===== src/rtl/polaris_ifetch_queue_if.sv =====
// polaris_ifetch_queue_if: I-bus fetch port plus sequencer-side queue handshake.
interface polaris_ifetch_queue_if #(
  parameter int XLEN  = 64,
  parameter int DEPTH = 4
);
  logic [XLEN-1:0]        iadr_o;
  logic [1:0]             isiz_o;
  logic                   istb_o;
  logic                   iack_i;
  logic [31:0]            idat_i;
  logic                   inst_valid_o;
  logic [31:0]            inst_o;
  logic [XLEN-1:0]        inst_pc_o;
  logic                   inst_ready_i;
  logic                   redirect_i;
  logic [XLEN-1:0]        redirect_pc_i;
  logic [$clog2(DEPTH):0] count_o;
  logic                   discarding_o;
  modport master (
    output iadr_o, isiz_o, istb_o, inst_valid_o, inst_o, inst_pc_o, count_o, discarding_o,
    input  iack_i, idat_i, inst_ready_i, redirect_i, redirect_pc_i
  );
  modport slave (
    input  iadr_o, isiz_o, istb_o, inst_valid_o, inst_o, inst_pc_o, count_o, discarding_o,
    output iack_i, idat_i, inst_ready_i, redirect_i, redirect_pc_i
  );
endinterface


===== src/rtl/polaris_ifetch_queue.sv =====
// polaris_ifetch_queue: autonomous prefetcher filling a DEPTH-entry {pc, instruction} queue.
module polaris_ifetch_queue #(
  parameter int          XLEN         = 64,
  parameter int          DEPTH        = 4,
  parameter logic [63:0] RESET_VECTOR = 64'hFFFF_FFFF_FFFF_FF00
) (
  input logic clk_i,
  input logic reset_i,
  polaris_ifetch_queue_if.master bus
);
  localparam int AW = $clog2(DEPTH);
  localparam int CW = AW + 1;
  typedef enum logic [1:0] {IDLE, FETCH, DISCARD} state_t;
  state_t          r_state, w_next;
  logic [XLEN-1:0] r_fpc, r_dadr, w_target;
  logic [AW-1:0]   r_rd, r_wr;
  logic [CW-1:0]   r_cnt, w_cnt_pop, w_cnt_next;
  logic [XLEN-1:0] r_pc [DEPTH];
  logic [31:0]     r_inst [DEPTH];
  logic            w_pop, w_push, w_empty;
  assign w_target   = bus.redirect_pc_i & ~XLEN'(3);
  assign w_empty    = r_cnt == '0;
  assign w_pop      = bus.inst_ready_i & ~w_empty & ~bus.redirect_i;
  assign w_push     = (r_state == FETCH) & bus.iack_i & ~bus.redirect_i;
  assign w_cnt_pop  = r_cnt - CW'(w_pop);
  assign w_cnt_next = w_cnt_pop + CW'(w_push);
  always_ff @(posedge clk_i or posedge reset_i)
    if (reset_i) r_state <= IDLE;
    else r_state <= w_next;
  // A redirect with the bus still busy must wait out the old ack in DISCARD.
  always_comb begin
    w_next = r_state;
    case (r_state)
      IDLE:    w_next = !bus.redirect_i && w_cnt_pop < CW'(DEPTH) ? FETCH : IDLE;
      FETCH:   w_next = bus.redirect_i ? (bus.iack_i ? IDLE : DISCARD)
                      : !bus.iack_i ? FETCH
                      : w_cnt_next < CW'(DEPTH) ? FETCH : IDLE;
      default: w_next = bus.iack_i ? IDLE : DISCARD;
    endcase
  end
  always_comb begin
    bus.istb_o       = r_state != IDLE;
    bus.iadr_o       = r_state == FETCH ? r_fpc : r_state == DISCARD ? r_dadr : '0;
    bus.isiz_o       = r_state != IDLE ? 2'b10 : 2'b00;
    bus.discarding_o = r_state == DISCARD;
    bus.inst_valid_o = !w_empty;
    bus.inst_o       = w_empty ? '0 : r_inst[r_rd];
    bus.inst_pc_o    = w_empty ? '0 : r_pc[r_rd];
    bus.count_o      = r_cnt;
  end
  always_ff @(posedge clk_i or posedge reset_i)
    if (reset_i) begin
      r_fpc  <= RESET_VECTOR[XLEN-1:0];
      r_dadr <= '0;
      r_rd   <= '0;
      r_wr   <= '0;
      r_cnt  <= '0;
    end else begin
      r_cnt <= bus.redirect_i ? '0 : w_cnt_next;
      r_rd  <= bus.redirect_i ? '0 : r_rd + AW'(w_pop);
      r_wr  <= bus.redirect_i ? '0 : r_wr + AW'(w_push);
      r_fpc <= bus.redirect_i ? w_target : w_push ? r_fpc + XLEN'(4) : r_fpc;
      if (bus.redirect_i && r_state == FETCH) r_dadr <= r_fpc;
    end
  always_ff @(posedge clk_i)
    if (w_push) begin
      r_pc[r_wr]   <= r_fpc;
      r_inst[r_wr] <= bus.idat_i;
    end
endmodule

===== src/flat_wrapper.sv =====
// flat-port wrapper written by rule: the top's interface ports become plain ports
module polaris_ifetch_queue_flat 
#(
  parameter int          XLEN         = 64,
  parameter int          DEPTH        = 4,
  parameter logic [63:0] RESET_VECTOR = 64'hFFFF_FFFF_FFFF_FF00
)
  (clk_i, reset_i, bus_iadr_o, bus_isiz_o, bus_istb_o, bus_inst_valid_o, bus_inst_o, bus_inst_pc_o, bus_count_o, bus_discarding_o, bus_iack_i, bus_idat_i, bus_inst_ready_i, bus_redirect_i, bus_redirect_pc_i);
  polaris_ifetch_queue_if #(.XLEN(XLEN), .DEPTH(DEPTH)) bus_i ();
  input logic clk_i;
  input logic reset_i;
  output wire logic [$bits(bus_i.iadr_o)-1:0] bus_iadr_o;
  output wire logic [$bits(bus_i.isiz_o)-1:0] bus_isiz_o;
  output wire logic [$bits(bus_i.istb_o)-1:0] bus_istb_o;
  output wire logic [$bits(bus_i.inst_valid_o)-1:0] bus_inst_valid_o;
  output wire logic [$bits(bus_i.inst_o)-1:0] bus_inst_o;
  output wire logic [$bits(bus_i.inst_pc_o)-1:0] bus_inst_pc_o;
  output wire logic [$bits(bus_i.count_o)-1:0] bus_count_o;
  output wire logic [$bits(bus_i.discarding_o)-1:0] bus_discarding_o;
  input wire logic [$bits(bus_i.iack_i)-1:0] bus_iack_i;
  input wire logic [$bits(bus_i.idat_i)-1:0] bus_idat_i;
  input wire logic [$bits(bus_i.inst_ready_i)-1:0] bus_inst_ready_i;
  input wire logic [$bits(bus_i.redirect_i)-1:0] bus_redirect_i;
  input wire logic [$bits(bus_i.redirect_pc_i)-1:0] bus_redirect_pc_i;
  assign bus_iadr_o = bus_i.iadr_o;
  assign bus_isiz_o = bus_i.isiz_o;
  assign bus_istb_o = bus_i.istb_o;
  assign bus_inst_valid_o = bus_i.inst_valid_o;
  assign bus_inst_o = bus_i.inst_o;
  assign bus_inst_pc_o = bus_i.inst_pc_o;
  assign bus_count_o = bus_i.count_o;
  assign bus_discarding_o = bus_i.discarding_o;
  assign bus_i.iack_i = bus_iack_i;
  assign bus_i.idat_i = bus_idat_i;
  assign bus_i.inst_ready_i = bus_inst_ready_i;
  assign bus_i.redirect_i = bus_redirect_i;
  assign bus_i.redirect_pc_i = bus_redirect_pc_i;
  polaris_ifetch_queue #(.XLEN(XLEN), .DEPTH(DEPTH), .RESET_VECTOR(RESET_VECTOR)) u_core (.clk_i(clk_i), .reset_i(reset_i), .bus(bus_i));
endmodule

===== config.mk =====
export PLATFORM = sky130hd
export DESIGN_NAME = polaris_ifetch_queue_flat
export DESIGN_NICKNAME = d
export VERILOG_FILES = /design/src/rtl/polaris_ifetch_queue_if.sv /design/src/rtl/polaris_ifetch_queue.sv /design/src/flat_wrapper.sv
export SDC_FILE = /design/constraint.sdc
export NUM_CORES = 1
export LEC_CHECK = 0
export CORE_MARGIN = 2
export CORE_UTILIZATION = 56
export DETAILED_ROUTE_END_ITERATION = 6
export PLACE_DENSITY = 0.8
export SLEW_MARGIN = 20
export SYNTH_ARGS = -nofsm -noshare
export SYNTH_HDL_FRONTEND = slang
export SYNTH_SLANG_ARGS = --single-unit

===== constraint.sdc =====
create_clock -name clk_i -period 12.5 [get_ports clk_i]
set_input_delay 1.25 -clock clk_i [delete_from_list [all_inputs] [get_ports clk_i]]
set_output_delay 1.25 -clock clk_i [all_outputs]
set_load 0.02 [all_outputs]

==> results of run 1 <==
## routing by layer
layer,routed length [µm],share of wire,track usage
met5,13,0.00026,0
met3,3910,0.078,0.0501
met1,20600,0.41,0.359
met4,1240,0.025,0.0907
met2,24200,0.48,0.416
## kinds of logic (layout without fill, tap and decap cells)
logic type,Yosys count,after routing,share of synthesized area
simple gates,345,345,0.0911
flops,509,509,0.689
mux,155,155,0.131
compound gates,147,147,0.0494
buf+inv,96,382,0.0188
other cells,1,9,0.000176
xor+xnor,40,40,0.0164
fa+ha+maj,7,7,0.00411
## critical path, cell delays in order, from the launching register on
cell             delay [ns]
dfrtp_4                0.76
buf_4                  0.80
mux4_2                 0.59
and2_1                 0.16
clkdlybuf4s50_1        0.58
## stage by stage
stage,power (mW),utilization,instances
3_3_place_gp,2.94,0.650,2006
5_1_grt,4.59,0.695,2101
3_5_place_dp,2.96,0.650,2006
2_1_floorplan,2.57,-,1304
6_report,4.42,0.695,2105
4_1_cts,4.46,0.693,2099
## sequential cells by signal, summed over array words and instances, names as in the netlist
register / flops
u_core.r_pc: 248
u_core.r_state: 2
u_core.r_wr: 2
u_core.r_fpc: 62
u_core.r_dadr: 62
u_core.r_rd: 2
u_core.r_inst: 128
u_core.bus.count_o: 3
## worst max path at each step
stage | startpoint | endpoint | slack [ns] | cells past startpoint
global route | u_core.r_rd[0] | bus_inst_pc_o[39] | 7.46 | 4
CTS | u_core.r_rd[0] | bus_inst_pc_o[56] | 7.10 | 4
floorplan | bus_redirect_i | u_core.r_inst[0][0] | 1.15 | 3
finish | u_core.r_rd[0] | bus_inst_pc_o[59] | 7.74 | 4
global placement | u_core.r_rd[0] | bus_inst_pc_o[50] | 7.74 | 4
detailed placement | u_core.r_rd[0] | bus_inst_pc_o[55] | 7.73 | 4
## layout make-up
cell class                 count  area share
multi-input combinational    699       0.242
antenna                        4    0.000383
clock buffer                  61      0.0507
inverter                       9     0.00148
tap                          511      0.0245
timing repair buffer         280       0.107
sequential                   509       0.562
clock inverter                32      0.0121
## power by group through the flow
stage | registers, mW | logic, mW | clock network (mW)
6_report | 2.08 | 0.844 | 1.50
3_3_place_gp | 2.11 | 0.830 | 0
3_5_place_dp | 2.12 | 0.839 | 0
2_1_floorplan | 2.07 | 0.501 | 0
4_1_cts | 2.09 | 0.846 | 1.52
5_1_grt | 2.10 | 0.903 | 1.59
## layout by cell type (no fill, tap or decap), drive strengths merged, types with 6 or more instances in the layout
| master | instances |
|---|---|
| dfstp | 56 |
| ha | 7 |
| and2 | 100 |
| o21ai | 46 |
| clkdlybuf4s50 | 260 |
| mux4 | 94 |
| inv | 10 |
| o211ai | 8 |
| clkinv | 21 |
| nand2 | 75 |
| and3 | 14 |
| edfxtp | 376 |
| nor4 | 10 |
| mux2 | 60 |
| nor3 | 7 |
| xnor2 | 18 |
| dfrtp | 77 |
| nor2b | 7 |
| nand3 | 37 |
| or3 | 7 |
| a22o | 62 |
| clkbuf | 61 |
| buf | 20 |
| nand4 | 26 |
| a31oi | 15 |
| o31ai | 9 |
| bufinv | 6 |
| or4 | 17 |
| xor2 | 22 |
| nor2 | 34 |
==> results_dict.tcl, run 1 <==
set metrics [dict create \
    outcome "finished, final reports clean" \
    yosysMostFrequentCell "edfxtp_1" \
    drtPass1Iterations 5 \
    cts_sinks 509 \
    slew_headroom 0.309 \
    yosysUniqueCellTypes 48 \
    required_ns 11.25 \
    async_reset_ff_frac 0.261 \
    overflow 0 \
    vias 12800 \
    rr_startpoint "u_core.bus.count_o[0]" \
    worst_slew_pin_slew_ns 1.04 \
    seq_area_frac_synth 0.689 \
    power.density_nw_per_um2 169 \
    die-area_um2 39700 \
    hold_path_depth 2 \
    p_switching_mw 1.16 \
    synthFlopType "edfxtp_1" \
    hp-class "flip-flop to flip-flop" \
    final_max_slew_viol_count 0 \
    num_rows 71 \
    power_frac_seq 0.471 \
    cts_resized 0 \
    cellLeakagePower_nw 8.81 \
    internal-power_mw 3.26 \
    pre_cts_slack_ns 7.73 \
    cts_inserted_buffers 50 \
    place.gp.congestion 0.780 \
    p_comb_frac 0.191 \
    grt_pass1_vias 13200 \
    clockBufferDepth 3 \
    drive_above_1_share 0.208 \
    critPathLaunchType "flip-flop" \
    p_clk_frac 0.338 \
    clkTransAtPathRegs_ns 0.06 \
    yosys.area.top_type "edfxtp_1" \
    dp_hpwl_mm 29.5 \
    drcViolationCount 0 \
    ys_warn_count 0 \
    multi_input_area_um2 6310 \
    holdWs_ns 0.489 \
    syn_avg_cell_area_um2 16.4 \
    tns_ns 0 \
    grt_max_degree 76 \
    cts_tree "done" \
    htree_num_levels 2 \
    swShare 0.262 \
    port-buffer-count 261 \
    crit_arrival_ns 3.51 \
    finClkSkew_ns 0.0110 \
    clk_latency_ns 0.58 \
    antenna_found_initial 4 \
    rsz0062_at_grt "no" \
    start_util 0.568 \
    cts_setup_buffers 0 \
    peakVddDrop_v 0.000117 \
    max_freq_ghz 0.210 \
    synth-seq-cells 509 \
    fin_crit_sh 0.381 \
    area_delta_synth_final_pct 22.5 \
    fp.dieH_um 199 \
    cts_hold_buffers 0 \
    final_area_um2 26100 \
    wl_mm 50.0 \
    cts-root-buf "clkbuf_16" \
    drt-initial-drc-count 1098 \
    cap_violations 0 \
    reg2reg_depth 10 \
    worstHoldStart "u_core.r_dadr[50]" \
    grtUsageTotal 0.259 \
    netlist_top_cells_count "edfxtp_1, and2_1, mux4_2" \
    finalSetupViolCount 0 \
    hold_violations 0 \
    crit_path_end_kind "primary output" \
    dpl_cell_area_um2 24400 \
    nNetsFinal 1657 \
    critPathKind "flip-flop to primary output" \
    worstPathMaxFanout 46 \
    postSynthCellCount 1300 \
    ioPinCount 269 \
    final.setup.worst_slack_ns 7.74 \
    r2r_slack_ns 9.04 \
    post_drt_wl_per_cell_um 23.7 \
    die_w_um 199 \
    core-area_um2 37600 \
    regToRegEndpoint "u_core.r_state[0]" \
    hold_end "u_core.r_dadr[50]" \
    synth-edff-count 376 \
    syn-cell-area_um2 21300 \
    synth_area_leaders "edfxtp_1, mux4_2, dfrtp_1, dfstp_2, mux2_2" \
    avgViaCountPerCell 6.06 \
    register_area_um2 14700 \
    period_needed_ns 4.76 \
    ant_nets 0 \
    synth_top_area_share 0.529 \
    fill_cells 2435 \
    grt_first_pass_wirelength_mm 76.6 \
]
Power figures use the tool's default switching activity.
==> run 2: changes to the inputs <==
clock period = 4.8 ns   (was 12.5 ns; I/O delays follow)
==> run 2 against run 1 <==
  * Clock skew is 0.0062 ns higher
  * Sequential power rose to 2.6 times the previous value
  * Cell count about the same
  * Register-to-register slack got worse by 7.3 ns
  * Flip-flop and latch count did not move
  * First-iteration DRC count rose by 6.8%
  * Setup slack got worse by 6.7 ns
  * Die area unchanged
  * Final area grew 0.23%
  * Combinational power rose to 2.6 times the previous value
  * Highest routed layer unchanged
==> results_dict.tcl, run 2 (synthesis gave the netlist of run 1 again) <==
set metrics [dict create \
    clk_latency_ns 0.58 \
    cts_tree "done" \
    cellLeakagePower_nw 8.84 \
    ant_nets 0 \
    slew_headroom 0.309 \
    clkTransAtPathRegs_ns 0.06 \
    cts_hold_buffers 0 \
    htree_num_levels 2 \
    start_util 0.568 \
    peakVddDrop_v 0.000244 \
    finalSetupViolCount 0 \
    crit_arrival_ns 3.26 \
    fill_cells 2434 \
    outcome "finished, final reports clean" \
    internal-power_mw 8.54 \
    overflow 0 \
    grt_max_degree 81 \
    hp-class "input pin to flip-flop" \
    antenna_found_initial 3 \
    p_comb_frac 0.191 \
    wl_met1_mm 20.7 \
    critPathLaunchType "flip-flop" \
    power_frac_seq 0.470 \
    cts_setup_buffers 0 \
    post-route-util 0.697 \
    nNetsFinal 1661 \
    p_switching_mw 3.01 \
    period_needed_ns 3.74 \
    grtUsageTotal 0.259 \
    power.density_nw_per_um2 441 \
    port-buffer-count 261 \
    die_w_um 199 \
    highest_layer "met5" \
    post_drt_wl_per_cell_um 23.8 \
    final_cell_mix "edfxtp_1, clkdlybuf4s50_1, and2_1" \
    final.setup.worst_slack_ns 1.06 \
    wl_met3_mm 4.01 \
    cpMaxStageDelayCell "dfrtp_4" \
    place.gp.congestion 0.796 \
    largest_reg_flops 248 \
    dp_hpwl_mm 30.0 \
    cts_resized 0 \
    fin_crit_sh 0.780 \
    drcViolationCount 0 \
    tns_ns 0 \
    num_rows 71 \
    die-area_um2 39700 \
    ioPinCount 269 \
    crit_family "buffers and inverters" \
    rsz0062_at_grt "no" \
    grt_first_pass_wirelength_mm 76.6 \
    drt-initial-drc-count 1173 \
    required_ns 4.32 \
    wl_met2_mm 24.2 \
    core-area_um2 37600 \
    path_cells "buf_4 > mux4_2 > and2_1 > clkdlybuf4s50_1" \
    top_regs "u_core.r_pc: 248 flops, u_core.r_inst: 128 flops" \
    crit_path_end_kind "primary output" \
    drtPass1Iterations 5 \
    worst_slew_pin_slew_ns 1.04 \
    cp_num_buf_inv 2 \
    avgViaCountPerCell 6.04 \
    final_max_slew_viol_count 0 \
    area_delta_synth_final_pct 22.8 \
    pre_cts_slack_ns 1.52 \
    clockBufferDepth 3 \
    cp_slowest_stage_delay_ns 0.89 \
    p_clk_frac 0.339 \
    fp.dieH_um 199 \
    grt_pass1_vias 13100 \
    swShare 0.260 \
    max_freq_ghz 0.267 \
    finClkSkew_ns 0.0171 \
    cts_sinks 509 \
    cap_violations 0 \
    worstPathMaxFanout 33 \
    cts-root-buf "clkbuf_16" \
    cts_inserted_buffers 49 \
    regMostFlops "u_core.r_pc" \
    critPathKind "flip-flop to primary output" \
    vias 12700 \
    wl_mm 50.1 \
    final_common_cell "edfxtp_1" \
    hold_violations 0 \
    drive_above_1_share 0.208 \
]
## run 2: cell count changes in the layout (fill, tap and decap cells not counted), sizes merged
cell	change
clkbuf	+17
clkinvlp	-4
diode	-2
bufinv	-2
clkinv	-12
buf	+5
## run 2: metal layers
| metal | global-route usage | vias to the layer above |
|---|---|---|
| met5 | 0 | - |
| met4 | 0.0782 | 4 |
| met3 | 0.0530 | 85 |
| met2 | 0.419 | 540 |
| met1 | 0.359 | 6539 |
| li1 | - | 5566 |
## run 2: worst paths after layout
path / startpoint / slack [ns] / endpoint / cells after the start
hold reg to reg: u_core.r_dadr[54] / 0.49 / u_core.r_dadr[54] / 2
setup reg to reg: u_core.bus.count_o[0] / 1.75 / u_core.r_state[0] / 9
hold / removal: bus_redirect_i / 0.31 / u_core.r_fpc[47] / 3
max in group asynchronous: reset_i / 3.34 / u_core.r_fpc[27] / 3
setup / recovery: u_core.r_rd[0] / 1.06 / bus_inst_pc_o[60] / 4
min in group asynchronous: reset_i / 0.43 / u_core.r_dadr[15] / 2
## run 2: power by group through the flow
stage,Clock [mW],Sequential (mW),Combinational (mW)
global route,4.16,5.48,2.35
CTS,3.98,5.43,2.23
finish,3.92,5.43,2.20
detailed placement,0,5.51,2.21
floorplan,0,5.39,1.31
global placement,0,5.48,2.18
## run 2: worst register-to-register path: cells and delay by family, from the launching register on
| kind | cells | cell delay (ns) |
|---|---|---|
| adder cells (fa/ha/maj) | 3 | 0.68 |
| flip-flops | 1 | 0.38 |
| buffers and inverters | 1 | 0.04 |
| AND/OR/NAND/NOR | 3 | 1.23 |
| AO/OA/AOI/OAI | 2 | 0.57 |
## run 2: per-stage QoR
stage / total power [mW] / hold slack [ns] / cell area (µm²) / instances
floorplan: 6.69 / 0.451 / 21400 / 1304
global placement: 7.66 / 0.466 / 24500 / 2013
detailed placement: 7.72 / 0.481 / 24500 / 2013
CTS: 11.6 / 0.286 / 26200 / 2105
global route: 12.0 / 0.306 / 26200 / 2105
finish: 11.6 / 0.308 / 26200 / 2107
## run 2: layout make-up
| type | count | area [µm²] | share of cell area |
|---|---|---|---|
| well taps | 511 | 639 | 0.0244 |
| diodes | 2 | 5.00 | 0.000191 |
| clock inverters | 14 | 175 | 0.00669 |
| flip-flops and latches | 509 | 14700 | 0.561 |
| multi-input cells | 699 | 6320 | 0.241 |
| clock buffers | 78 | 1480 | 0.0564 |
| inverters | 9 | 38.8 | 0.00148 |
| repair buffers | 285 | 2840 | 0.108 |
==> run 3: changes to the inputs <==
clock period = 3.7 ns   (was 4.8 ns; I/O delays follow)
==> run 3 against run 2 <==
  * Clock skew increased by 0.0043 ns
  * Cell count about the same
  * Worst hold slack lost 0.11 ns
  * Sequential power is 29% higher
  * Clock-buffer cell count shrank 4
  * Clock power up 25%
  * Core utilization increased by 0.080 points
==> results_dict.tcl, run 3 (synthesis gave the netlist of run 1 again) <==
set metrics [dict create \
    cap_violations 0 \
    peakVddDrop_v 0.000439 \
    drive_above_1_share 0.206 \
    fill_cells 2448 \
    critPathKind "flip-flop to primary output" \
    regToRegEndpoint "u_core.r_fpc[52]" \
    ioPinCount 269 \
    clk_latency_ns 0.58 \
    regMostFlops "u_core.r_pc" \
    post_drt_wl_per_cell_um 23.8 \
    crit_arrival_ns 2.94 \
    r2r_slack_ns 0.60 \
    dp_hpwl_mm 29.9 \
    layout.cells.non_filler 2109 \
    required_ns 3.33 \
    place_inst 2017 \
    final_common_cell "edfxtp_1" \
    register_area_um2 14700 \
    power.density_nw_per_um2 565 \
    final_cell_mix "edfxtp_1, clkdlybuf4s50_1, and2_1" \
    power_frac_seq 0.474 \
    swShare 0.260 \
    p_clk_frac 0.330 \
    period_needed_ns 3.31 \
    grt_pass1_vias 13100 \
    crit_path_end_kind "primary output" \
    fp.dieH_um 199 \
    die_w_um 199 \
    p_switching_mw 3.86 \
    finClkSkew_ns 0.0214 \
    clockBufferDepth 3 \
    cts_tree "done" \
    multi_input_area_um2 6320 \
    place.gp.congestion 0.802 \
    final_max_slew_viol_count 0 \
    hold_violations 0 \
    antenna_found_initial 4 \
    vias 12700 \
    final_area_um2 26200 \
    slew_headroom 0.292 \
    cts-root-buf "clkbuf_16" \
    cts_resized 0 \
    reg2reg_depth 5 \
    outcome "finished, final reports clean" \
    p_comb_frac 0.196 \
    wl_mm 50.2 \
    die-area_um2 39700 \
    hp-class "input pin to flip-flop" \
    cts_inserted_buffers 49 \
    ant_nets 0 \
    rsz0062_at_grt "no" \
    worstPathMaxFanout 33 \
    htree_num_levels 2 \
    cts_sinks 509 \
    num_rows 71 \
    cellLeakagePower_nw 8.84 \
    top_regs "u_core.r_pc: 248 flops, u_core.r_inst: 128 flops" \
    avgViaCountPerCell 6.01 \
    largest_reg_flops 248 \
    overflow 0 \
    grt_max_degree 134 \
    critPathLaunchType "flip-flop" \
    drtPass1Iterations 5 \
    port-buffer-count 261 \
    endpoint "bus_inst_pc_o[18]" \
    max_freq_ghz 0.302 \
    nNetsFinal 1665 \
    internal-power_mw 11.0 \
    clkTransAtPathRegs_ns 0.06 \
    area_delta_synth_final_pct 22.9 \
    rr_startpoint "u_core.r_fpc[15]" \
    finalSetupViolCount 0 \
    dpl_cell_area_um2 24600 \
    crit_start "u_core.r_rd[0]" \
    grt_first_pass_wirelength_mm 76.6 \
    drcViolationCount 0 \
    drt-initial-drc-count 1016 \
    core-area_um2 37600 \
    start_util 0.568 \
    fin_crit_sh 0.896 \
    grtUsageTotal 0.260 \
    cts_hold_buffers 0 \
    cts_setup_buffers 0 \
    worst_slew_pin_slew_ns 1.06 \
]
==> run 3: changes by cell type in the layout (fill, tap and decap cells not counted), sizes merged <==
| cell | before | now |
|---|---|---|
| buf | 25 | 29 |
| clkbuf | 78 | 74 |
| clkinv | 9 | 11 |
| clkinvlp | 0 | 1 |
| diode | 2 | 3 |
| inv | 10 | 8 |
==> run 3: final cells by class <==
class | count | share of cell area
Tap cell | 511 | 0.0244
Inverter | 9 | 0.00143
Multi-Input combinational cell | 699 | 0.241
Timing Repair Buffer | 289 | 0.113
Antenna cell | 3 | 0.000286
Clock buffer | 74 | 0.0534
Clock inverter | 15 | 0.00649
Sequential cell | 509 | 0.560
==> run 3: worst min-delay path by stage <==
stage | startpoint | to | slack (ns) | depth (start not counted)
finish | bus_redirect_i | u_core.bus.count_o[2] | 0.19 | 2
floorplan | bus_iack_i | u_core.r_state[1] | 0.44 | 1
global placement | u_core.r_dadr[54] | u_core.r_dadr[54] | 0.46 | 2
global route | bus_redirect_i | u_core.r_rd[0] | 0.21 | 2
detailed placement | u_core.r_dadr[44] | u_core.r_dadr[44] | 0.49 | 1
CTS | bus_redirect_i | u_core.bus.count_o[2] | 0.17 | 2
==> run 3: critical path, cell delays in order (launching register included) <==
cell             delay [ns]
dfrtp_4                0.42
buf_4                  0.55
mux4_2                 0.60
and2_1                 0.20
clkdlybuf4s50_1        0.55
==> run 3: power groups by stage <==
| stage | registers, mW | logic (mW) | clock network (mW) |
|---|---|---|---|
| final | 7.02 | 2.91 | 4.90 |
| after global routing | 7.08 | 3.11 | 5.21 |
| after CTS | 7.01 | 2.94 | 4.98 |
| after detailed placement | 7.12 | 2.92 | 0 |
| after global placement | 7.08 | 2.88 | 0 |
| after floorplan | 6.99 | 1.70 | 0 |
==> run 3: metal layers <==
layer	vias up	global-route usage	wire length, µm
li1	5587	-	-
met1	6450	0.354	20300
met2	552	0.431	24500
met3	81	0.0581	4330
met4	2	0.0655	1010
met5	-	0	11
==> run 3: per-stage QoR <==
step                hold slack, ns  TNS (ns)  worst slack [ns]  utilization  total power, mW
floorplan                    0.436    -40.29            -0.429            -             8.69
CTS                          0.171         0             0.320        0.698             14.9
global route                 0.210         0             0.246        0.698             15.4
detailed placement           0.494         0             0.652        0.656             10.0
global placement             0.464         0             0.715        0.656             9.96
finish                       0.193         0             0.386        0.698             14.8
